`config.mk`:
```
export PLATFORM = sky130hd
export DESIGN_NAME = master_qp_sched
export DESIGN_NICKNAME = d
export VERILOG_FILES = /design/src/rtl/master_qp_sched_pkg.sv /design/src/rtl/master_qp_sched_qp_clamp.sv /design/src/rtl/master_qp_sched.sv
export SDC_FILE = /design/constraint.sdc
export NUM_CORES = 1
export LEC_CHECK = 0
export ABC_AREA = 1
export BUFFER_PORTS_ARGS = -buffer_cell sky130_fd_sc_hd__buf_4
export CORE_UTILIZATION = 61
export DETAILED_ROUTE_END_ITERATION = 12
export PLACE_DENSITY = 0.86
export SLEW_MARGIN = 20
export SYNTH_ARGS = -nofsm -noshare
export SYNTH_HDL_FRONTEND = slang
export SYNTH_SLANG_ARGS = --single-unit
```
`constraint.sdc`:
```
create_clock -name clk -period 4.8 [get_ports clk]
set_input_delay 0.96 -clock clk [delete_from_list [all_inputs] [get_ports clk]]
set_output_delay 0.96 -clock clk [all_outputs]
set_load 0.05 [all_outputs]
```
`src/rtl/master_qp_sched_pkg.sv`:
```
// ---------------------------------------------------------------------------
// master_qp_sched_pkg
// Shared definitions for the masterQp scheduler slice.
//   QP_W           : width of every QP value (masterQp, init_qp, flat_qp)
//   QP_MASTER_MIN  : lowest legal masterQp after clamping
//   QP_MASTER_MAX  : highest legal masterQp after clamping
//   state_t        : scheduler FSM state encoding
// ---------------------------------------------------------------------------
package master_qp_sched_pkg;

  localparam int QP_W          = 7;
  localparam int QP_MASTER_MIN = 0;
  localparam int QP_MASTER_MAX = 72;

  typedef enum logic [1:0] {
    IDLE   = 2'd0,
    ISSUE  = 2'd1,
    UPDATE = 2'd2
  } state_t;

endpackage

```
`src/rtl/master_qp_sched_qp_clamp.sv`:
```
// ---------------------------------------------------------------------------
// qp_clamp
// Combinational clamp of a signed 8-bit QP candidate into [QP_MIN, QP_MAX].
// Ports:
//   qp_in  : signed 8-bit candidate (zero-extended QP or QP+delta sum)
//   qp_out : unsigned QP_W-bit clamped result
// ---------------------------------------------------------------------------
module qp_clamp
  import master_qp_sched_pkg::*;
#(
  parameter int QP_MIN = QP_MASTER_MIN,
  parameter int QP_MAX = QP_MASTER_MAX
) (
  input  logic signed [7:0]      qp_in,
  output logic        [QP_W-1:0] qp_out
);

  // int'() of a signed operand sign-extends, so negative sums compare correctly.
  always_comb begin
    if (int'(qp_in) < QP_MIN) begin
      qp_out = QP_W'(QP_MIN);
    end else if (int'(qp_in) > QP_MAX) begin
      qp_out = QP_W'(QP_MAX);
    end else begin
      qp_out = qp_in[QP_W-1:0];
    end
  end

endmodule

```
`src/rtl/master_qp_sched.sv`:
```
// ---------------------------------------------------------------------------
// master_qp_sched
// Per-slice sequencer producing the masterQp stream. Loads init_qp at slice
// start, then applies one rate-control delta (or flat override) per block,
// clamps the result and offers it over valid/ready until the slice's last
// block has been accepted.
// Ports:
//   clk, rst                       : clock, synchronous active-high reset
//   slice_start                    : pulse, (re)starts a slice, top priority
//   init_qp, blocks_per_slice      : slice parameters sampled on slice_start
//   delta_qp, flat_force, flat_qp  : per-block update, qualified by delta_valid
//   delta_valid / delta_ready      : update handshake (ready only in UPDATE)
//   masterQp / masterQp_valid      : QP output, held until masterQp_ready
//   masterQp_ready                 : downstream accept
//   slice_done                     : pulse when the last QP is accepted
// ---------------------------------------------------------------------------
module master_qp_sched
  import master_qp_sched_pkg::*;
#(
  parameter int QP_MIN = QP_MASTER_MIN,
  parameter int QP_MAX = QP_MASTER_MAX,
  parameter int CNT_W  = 16
) (
  input  logic              clk,
  input  logic              rst,
  input  logic              slice_start,
  input  logic [QP_W-1:0]   init_qp,
  input  logic [CNT_W-1:0]  blocks_per_slice,
  input  logic [QP_W-1:0]   delta_qp,
  input  logic              flat_force,
  input  logic [QP_W-1:0]   flat_qp,
  input  logic              delta_valid,
  output logic              delta_ready,
  output logic [QP_W-1:0]   masterQp,
  output logic              masterQp_valid,
  input  logic              masterQp_ready,
  output logic              slice_done
);

  state_t             state_q, state_d;
  logic [CNT_W-1:0]   blk_cnt, blk_cnt_d;
  logic [CNT_W-1:0]   last_idx, last_idx_d;
  logic [QP_W-1:0]    qp_d;
  logic               valid_d;
  logic               done_d;

  logic signed [7:0]  load_in;
  logic signed [7:0]  upd_sum;
  logic signed [7:0]  upd_in;
  logic [QP_W-1:0]    load_qp;
  logic [QP_W-1:0]    upd_qp;

  // The sum is deliberately 8-bit signed; the clamp then folds it into range.
  assign load_in = $signed({1'b0, init_qp});
  assign upd_sum = $signed({1'b0, masterQp}) + $signed({delta_qp[QP_W-1], delta_qp});
  assign upd_in  = flat_force ? $signed({1'b0, flat_qp}) : upd_sum;

  qp_clamp #(.QP_MIN(QP_MIN), .QP_MAX(QP_MAX)) u_clamp_load (
    .qp_in  (load_in),
    .qp_out (load_qp)
  );

  qp_clamp #(.QP_MIN(QP_MIN), .QP_MAX(QP_MAX)) u_clamp_upd (
    .qp_in  (upd_in),
    .qp_out (upd_qp)
  );

  assign delta_ready = (state_q == UPDATE);

  // Next-state logic. slice_start overrides every state and any handshake
  // happening in the same cycle; an aborted slice never raises slice_done.
  always_comb begin
    state_d    = state_q;
    blk_cnt_d  = blk_cnt;
    last_idx_d = last_idx;
    qp_d       = masterQp;
    valid_d    = masterQp_valid;
    done_d     = 1'b0;

    if (slice_start) begin
      qp_d       = load_qp;
      last_idx_d = (blocks_per_slice == '0) ? '0 : blocks_per_slice - CNT_W'(1);
      blk_cnt_d  = '0;
      valid_d    = 1'b1;
      state_d    = ISSUE;
    end else begin
      case (state_q)
        IDLE: begin
          valid_d = 1'b0;
        end
        ISSUE: begin
          if (masterQp_ready) begin
            valid_d = 1'b0;
            if (blk_cnt == last_idx) begin
              done_d  = 1'b1;
              state_d = IDLE;
            end else begin
              blk_cnt_d = blk_cnt + CNT_W'(1);
              state_d   = UPDATE;
            end
          end
        end
        UPDATE: begin
          if (delta_valid) begin
            qp_d    = upd_qp;
            valid_d = 1'b1;
            state_d = ISSUE;
          end
        end
        default: begin
          valid_d = 1'b0;
          state_d = IDLE;
        end
      endcase
    end
  end

  always_ff @(posedge clk) begin
    if (rst) begin
      state_q        <= IDLE;
      masterQp       <= '0;
      masterQp_valid <= 1'b0;
      slice_done     <= 1'b0;
      blk_cnt        <= '0;
      last_idx       <= '0;
    end else begin
      state_q        <= state_d;
      masterQp       <= qp_d;
      masterQp_valid <= valid_d;
      slice_done     <= done_d;
      blk_cnt        <= blk_cnt_d;
      last_idx       <= last_idx_d;
    end
  end

endmodule

```
==> results of run 1 <==
==> flip-flops by register name (all words and copies together) (netlist names) <==
name,cells
slice_done,1
masterQp,7
state_q,2
last_idx,16
masterQp_valid,1
blk_cnt,16
==> cells in the final DEF (no fill, tap or decap) <==
cell type and n:
sky130_fd_sc_hd__nand2_1 100, sky130_fd_sc_hd__buf_4 52, sky130_fd_sc_hd__inv_1 45, sky130_fd_sc_hd__nand3_1 45
sky130_fd_sc_hd__dfxtp_1 43, sky130_fd_sc_hd__nor2_1 39, sky130_fd_sc_hd__a21oi_1 31, sky130_fd_sc_hd__xor2_1 21
sky130_fd_sc_hd__xnor2_1 13, sky130_fd_sc_hd__o21ai_0 12, sky130_fd_sc_hd__ha_1 12, sky130_fd_sc_hd__nand4_1 9
sky130_fd_sc_hd__a32o_1 6, sky130_fd_sc_hd__a21oi_2 5, sky130_fd_sc_hd__clkbuf_8 5, sky130_fd_sc_hd__or2_2 4
sky130_fd_sc_hd__nor3_1 4, sky130_fd_sc_hd__o32ai_1 4, sky130_fd_sc_hd__inv_2 3, sky130_fd_sc_hd__o31ai_1 3
sky130_fd_sc_hd__nor2_2 2, sky130_fd_sc_hd__nor3_2 2, sky130_fd_sc_hd__or2_1 2, sky130_fd_sc_hd__nand3b_1 2
sky130_fd_sc_hd__o22ai_1 2, sky130_fd_sc_hd__a31oi_1 2, sky130_fd_sc_hd__mux2i_1 1, sky130_fd_sc_hd__nor3b_2 1
sky130_fd_sc_hd__nand4_4 1, sky130_fd_sc_hd__nor4_2 1, sky130_fd_sc_hd__clkinv_1 1, sky130_fd_sc_hd__nand2_4 1
sky130_fd_sc_hd__nor2_4 1, sky130_fd_sc_hd__nand2_2 1, sky130_fd_sc_hd__nor4_1 1, sky130_fd_sc_hd__fa_1 1
sky130_fd_sc_hd__clkbuf_1 1, sky130_fd_sc_hd__bufinv_16 1
==> worst register-to-register path: stages, from the launching register on <==
cell,delay (ns)
sky130_fd_sc_hd__dfxtp_1,0.33
sky130_fd_sc_hd__ha_1,0.21
sky130_fd_sc_hd__fa_1,0.39
sky130_fd_sc_hd__nand2_1,0.12
sky130_fd_sc_hd__nand2_1,0.10
sky130_fd_sc_hd__nand3b_1,0.11
sky130_fd_sc_hd__nand3_1,0.07
sky130_fd_sc_hd__nand3_1,0.08
sky130_fd_sc_hd__nand2_1,0.05
sky130_fd_sc_hd__nor2_1,0.17
sky130_fd_sc_hd__nand2_1,0.17
sky130_fd_sc_hd__nand2_1,0.10
sky130_fd_sc_hd__nand2_1,0.05
sky130_fd_sc_hd__a21oi_1,0.13
==> per-stage QoR <==
stage          utilization (%)  power [mW]
3_3_place_gp              71.9       0.586
6_report                  74.1       0.856
5_1_grt                   74.1       0.899
4_1_cts                   74.1       0.856
2_1_floorplan                -       0.524
3_5_place_dp              71.9       0.592
==> final cells by class <==
type	count	area, um2
Inverter	49	184
Clock buffer	6	72.6
Tap cell	54	67.6
Multi-Input combinational cell	329	1870
Clock inverter	1	30.0
Fill cell	412	1220
Timing Repair Buffer	52	390
Sequential cell	43	861
==> power by group <==
group / total (mW) / internal [mW] / leakage (nW) / switching (mW)
sequential: 0.383 / 0.371 / 0.352 / 0.0118
combinational: 0.203 / 0.0798 / 1.14 / 0.123
clock: 0.270 / 0.152 / 0.0513 / 0.117
==> cells by family after synthesis <==
kind of cell	count (synthesis)
simple gates	216
compound gates	65
buf+inv	61
flops	43
xor+xnor	34
fa+ha+maj	13
mux	1
==> synth_stat cells (4+ instances only) <==
| cell | n | area [um2] |
|---|---|---|
| sky130_fd_sc_hd__a21oi_1 | 31 | 155 |
| sky130_fd_sc_hd__a21oi_2 | 5 | 43.8 |
| sky130_fd_sc_hd__a32o_1 | 6 | 60.1 |
| sky130_fd_sc_hd__buf_2 | 5 | 25.0 |
| sky130_fd_sc_hd__clkbuf_1 | 6 | 22.5 |
| sky130_fd_sc_hd__dfxtp_1 | 43 | 861 |
| sky130_fd_sc_hd__ha_1 | 12 | 150 |
| sky130_fd_sc_hd__inv_1 | 45 | 169 |
| sky130_fd_sc_hd__nand2_1 | 100 | 375 |
| sky130_fd_sc_hd__nand3_1 | 45 | 225 |
| sky130_fd_sc_hd__nand4_1 | 9 | 56.3 |
| sky130_fd_sc_hd__nor2_1 | 39 | 146 |
| sky130_fd_sc_hd__nor3_1 | 4 | 20.0 |
| sky130_fd_sc_hd__o21ai_0 | 12 | 60.1 |
| sky130_fd_sc_hd__o32ai_1 | 4 | 35.0 |
| sky130_fd_sc_hd__or2_2 | 4 | 25.0 |
| sky130_fd_sc_hd__xnor2_1 | 13 | 114 |
| sky130_fd_sc_hd__xor2_1 | 21 | 184 |
==> layer usage <==
| layer | wire length [um] | part of all wire (%) |
|---|---|---|
| met1 | 3320 | 47 |
| met2 | 3260 | 46 |
| met3 | 392 | 5.6 |
| met4 | 70 | 0.99 |
| met5 | 0 | 0 |
==> worst paths after layout <==
path	start	end	cells past startpoint
setup / recovery	delta_qp[0]	masterQp[3]	14
hold / removal	last_idx[14]	last_idx[14]	2
setup reg to reg	masterQp[0]	masterQp[3]	13
hold reg to reg	last_idx[14]	last_idx[14]	2
==> flow_summary.ini, run 1 <==
[outcome]
status = complete, no violations

[logic_synthesis]
netlist-cell-type-count = 37
synth_edf_count = 0
synth_compound_gate_area_share_pct = 13.5
instance_count_of_the_mapped_netlist = 433
synth_adder_area_share_pct = 5.72
synth_top_family_by_area = simple AND/OR/NAND/NOR gates
synth_net_count = 489
synthesis.area_per_instance_um2 = 6.87
synth_warn = 0
synth.mux.area_fraction_pct = 0.337
synth_xor_area_share_pct = 10.0
postSynthRegisterBits = 43
ys.flop_type = sky130_fd_sc_hd__dfxtp_1
ys_async_sr_fraction_pct = 0
synth-simple-area-share_pct = 33.3
synth_cell_area_um2 = 2970
synth.yosys.seq_area_share_pct = 29.0

[worst_setup_path]
critical-path-top-cell-by-count = sky130_fd_sc_hd__nand2_1
timing.setup.critical_path_class = in -> reg
crit_path_top_delay_cell = sky130_fd_sc_hd__fa_1
crit_path_end_kind = flop
timing.critical_path.arrival_ns = 2.82
timing.critical_path.cells = buf_4 > ha_1 > fa_1 > nand2_1 > nand2_1 > nand3b_1 > nand3_1 > nand3_1 > nand2_1 > nor2_1 > nand2_1 > nand2_1 > nand2_1 > a21oi_1
cell_type_group_with_the_largest_total_delay_on_the_critical_path = simple AND/OR/NAND/NOR gates
worstPathRequired_ns = 5.03
worst-path-buf-inv = 1
worst_setup_path_start_kind = input pin
biggest_fanout_along_the_worst_timing_path = 5
regToRegSetupSlack_ns = 2.64
critical-path-max-stage-delay_ns = 0.39

[sta]
max_slew.worst_pin.slew_ns = 0.787
setup_viol = 0
timing.final.crit_share_pct = 54.1
setup_total_negative_slack_ns = 0
final_max_slew_viol_count = 0
hold_viol_final = 0
fin_hold_ws_ns = 0.487
rsz0062_at_grt = false
fin_skew_ns = 0.00973
relSlewSlack_pct = 47.5
maxClockFrequency_mhz = 385
layout_setup_ws_ns = 2.20
layout_min_cycle_time_ns = 2.60

[grt]
grt_use_total_pct = 29.3
globalRoute.busiestLayer = met2
global_route.usage.met2_pct = 47.8
gr-usage-met3_pct = 5.06
grt_util_met1_pct = 41.3
gr-total-overflow = 0
first_global_vias = 2695
pin_count_of_the_biggest_net_entering_global_routing = 23
wire_length_of_the_first_global_routing_pass_mm = 12.1
antenna_found_initial = 0

[hold_path]
hold_path.class = reg -> reg

[die]
initial_core_util_pct = 63.4
number_of_top_level_design_ports = 53
row_count = 25
die_height_um = 71.8
floorplan.die.width_um = 71.8
design.die.area_um2 = 5160
core_region_area_um2 = 4690

[detailed_routing]
avgRoutedWirePerCell_um = 13.2
detailedRoute.firstPassIterationCount = 5
antenna_left = 0
routed_via_density = 5.63
dr.first_iter.drc_count = 295
drc = 0
vias = 3007
drt_wl_total_mm = 7.04

[power]
power.ir.vdd_worst_mv = 0.166
p_leak_nw = 1.54
pwr_dens_nw_per_um2 = 246

[clocking]
max-clock-path-buffers = 2
cts_sinks = 43
ctsRootBufferMaster = sky130_fd_sc_hd__clkbuf_8
post_cts.repair.setup_buffers = 0
cts_htree_levels = 2
cts_repair_resize_count = 0
clock_latency_ns = 0.30
cts_hold_buffers = 0
cts.reportedPaths.clkPinSlew_ns = 0.08
cts_inserted_buffers = 5
cts_tree = yes

[final_layout]
layout.nets = 536
layout_cell_share_with_drive_strength_beyond_1_pct = 16.7
post-route-cell-area_um2 = 3470
antenna_cells_inserted = 0
area.growth.synth_to_final_pct = 16.9
instances_no_fill = 534

[placed_design]
place.gp.congestion = 0.897
i_o_buffers = 52
placedCellCount = 527
place_ws_ns = 1.93
dp_hpwl_mm = 5.50
postPlaceCellArea_um2 = 3370

[job]
cap_viol_max_count = 0
No activity file was read; power rests on OpenSTA's default activity.
==> run 2: changes to the inputs <==
--- a/config.mk
+++ b/config.mk
@@ -7,9 +7,9 @@
 export LEC_CHECK = 0
 export ABC_AREA = 1
 export BUFFER_PORTS_ARGS = -buffer_cell sky130_fd_sc_hd__buf_4
-export CORE_UTILIZATION = 61
+export CORE_UTILIZATION = 56
 export DETAILED_ROUTE_END_ITERATION = 12
-export PLACE_DENSITY = 0.86
+export PLACE_DENSITY = 0.8
 export SLEW_MARGIN = 20
 export SYNTH_ARGS = -nofsm -noshare
 export SYNTH_HDL_FRONTEND = slang
==> constraint.sdc (replaced) <==
create_clock -name clk -period 2.4 [get_ports clk]
set_input_delay 0.48 -clock clk [delete_from_list [all_inputs] [get_ports clk]]
set_output_delay 0.48 -clock clk [all_outputs]
set_load 0.05 [all_outputs]
==> run 2 against run 1 <==
Compared with the run above:
- via count is 1.5% lower
- clock skew decreased by 0.0052 ns
- combinational power grew 100%
- die area rose by 8.7%
- sequential share of layout area shrank 0.33 points
- largest cell class unchanged
==> flow_summary.ini, run 2 (same netlist as run 1, synthesis figures left out) <==
[outcome]
status = complete, no violations

[sta]
setup_viol = 0
setup_total_negative_slack_ns = 0
rsz0062_at_grt = false
layout_min_cycle_time_ns = 2.08
relSlewSlack_pct = 42.8
final_max_slew_viol_count = 0
timing.final.crit_share_pct = 86.5
max_slew.worst_pin.slew_ns = 0.857
hold_viol_final = 0
fin_skew_ns = 0.00452
maxClockFrequency_mhz = 481

[grt]
wire_length_of_the_first_global_routing_pass_mm = 11.5
gr-usage-met3_pct = 4.42
grt_util_met1_pct = 36.2
grt_use_total_pct = 26.6
gr-total-overflow = 0
first_global_vias = 2566
pin_count_of_the_biggest_net_entering_global_routing = 23
globalRoute.busiestLayer = met2
global_route.usage.met2_pct = 44.3
antenna_found_initial = 0

[worst_setup_path]
critical-path-max-stage-delay_ns = 0.39
timing.critical_path.cells = ha_1 > fa_1 > nand2_1 > nand2_1 > nand3b_1 > nand3_1 > nand3_1 > nand2_1 > nor2_1 > nand2_1 > a21oi_1 > nor2_1
worst_setup_path_start_kind = flop
biggest_fanout_along_the_worst_timing_path = 5
worstPathRequired_ns = 2.59
capturing_point_of_the_worst_reg2reg_path = masterQp[2]
crit_path_end_kind = flop
rr_worst_depth = 12
timing.critical_path.arrival_ns = 2.27
timing.rr.start = masterQp[0]
cp-startpoint = masterQp[0]
timing.setup.critical_path_class = reg -> reg
crit_path_top_delay_cell = sky130_fd_sc_hd__fa_1
regToRegSetupSlack_ns = 0.32
critical-path-top-cell-by-count = sky130_fd_sc_hd__nand2_1

[power]
p_leak_nw = 1.56
pwr_dens_nw_per_um2 = 477
power.ir.vdd_worst_mv = 0.260

[job]
cap_viol_max_count = 0

[clocking]
cts.reportedPaths.clkPinSlew_ns = 0.08
max-clock-path-buffers = 2
ctsRootBufferMaster = sky130_fd_sc_hd__clkbuf_8
cts_tree = yes
cts_sinks = 43
cts_repair_resize_count = 0
post_cts.repair.setup_buffers = 0
cts_inserted_buffers = 5
cts_hold_buffers = 0
cts_htree_levels = 2
clock_latency_ns = 0.30

[final_layout]
post-route-cell-area_um2 = 3520
final_common_cell = sky130_fd_sc_hd__nand2_1
seqCellArea_um2 = 861
area.growth.synth_to_final_pct = 18.5
finish.utilization_pct = 69.0
antenna_cells_inserted = 0
final_cell_mix = sky130_fd_sc_hd__nand2_1, sky130_fd_sc_hd__buf_4, sky130_fd_sc_hd__inv_1, sky130_fd_sc_hd__nand3_1, sky130_fd_sc_hd__dfxtp_1
filler_cell_count = 476
layout.nets = 540
multiInputGateArea_um2 = 1870
reg.largest.list = blk_cnt (16), last_idx (16), masterQp (7)
layout_cell_share_with_drive_strength_beyond_1_pct = 17.5

[die]
row_count = 26
number_of_top_level_design_ports = 53
core_region_area_um2 = 5110
die_height_um = 74.9
floorplan.die.width_um = 74.9
design.die.area_um2 = 5600
initial_core_util_pct = 58.2

[hold_path]
hold_path.class = in -> reg
min_path_cells = 3
min_from = masterQp_ready
min_to = slice_done

[placed_design]
dp_hpwl_mm = 5.34
place.gp.congestion = 0.881
postPlaceCellArea_um2 = 3420
i_o_buffers = 52

[detailed_routing]
routed_via_density = 5.34
avgRoutedWirePerCell_um = 12.5
drt_wl_total_mm = 6.94
dr.first_iter.drc_count = 234
antenna_left = 0
vias = 2961
detailedRoute.firstPassIterationCount = 5
drc = 0
## run 2: worst max-delay path by stage
stage                              to  depth (start not counted)
final                     masterQp[2]                         12
after global routing      masterQp[3]                         13
after detailed placement  masterQp[2]                         13
after global placement    masterQp[2]                         13
after CTS                 masterQp[2]                         12
after floorplan           masterQp[3]                         14
## run 2: layer usage
layer	part of all wire (%)	wire (um)	vias up
li1	-	-	1534
met1	48	3340	1341
met2	46	3210	80
met3	5.0	349	6
met4	0.63	44	0
met5	0	0	-
## run 2: final cells by class
cell class | count | area share [%]
clock buffer | 8 | 2.84
multi-input combinational | 329 | 53.1
tap | 70 | 2.49
sequential | 43 | 24.4
inverter | 49 | 5.22
timing repair buffer | 56 | 11.9
## run 2: where the power goes
group | internal (mW) | switching [mW] | leakage [nW]
clock network | 0.263 | 0.240 | 0.0515
logic | 0.165 | 0.246 | 1.16
registers | 0.743 | 0.0228 | 0.352
## run 2: worst max-delay path, delay by kind of cell, from the launching register on
| family | cells | cell delay (ns) |
|---|---|---|
| AND/OR/NAND/NOR | 9 | 0.86 |
| adder cells (fa/ha/maj) | 2 | 0.60 |
| flip-flops | 1 | 0.34 |
| AO/OA/AOI/OAI | 1 | 0.17 |
## run 2: stage by stage
step | hold slack (ns) | setup slack, ns | total power, mW | instances
2_1_floorplan | 0.445 | 0.271 | 1.05 | 433
3_3_place_gp | 0.455 | 0.148 | 1.18 | 547
3_5_place_dp | 0.457 | 0.113 | 1.19 | 547
4_1_cts | 0.461 | 0.354 | 1.68 | 555
5_1_grt | 0.463 | 0.196 | 1.77 | 555
6_report | 0.463 | 0.323 | 1.68 | 555
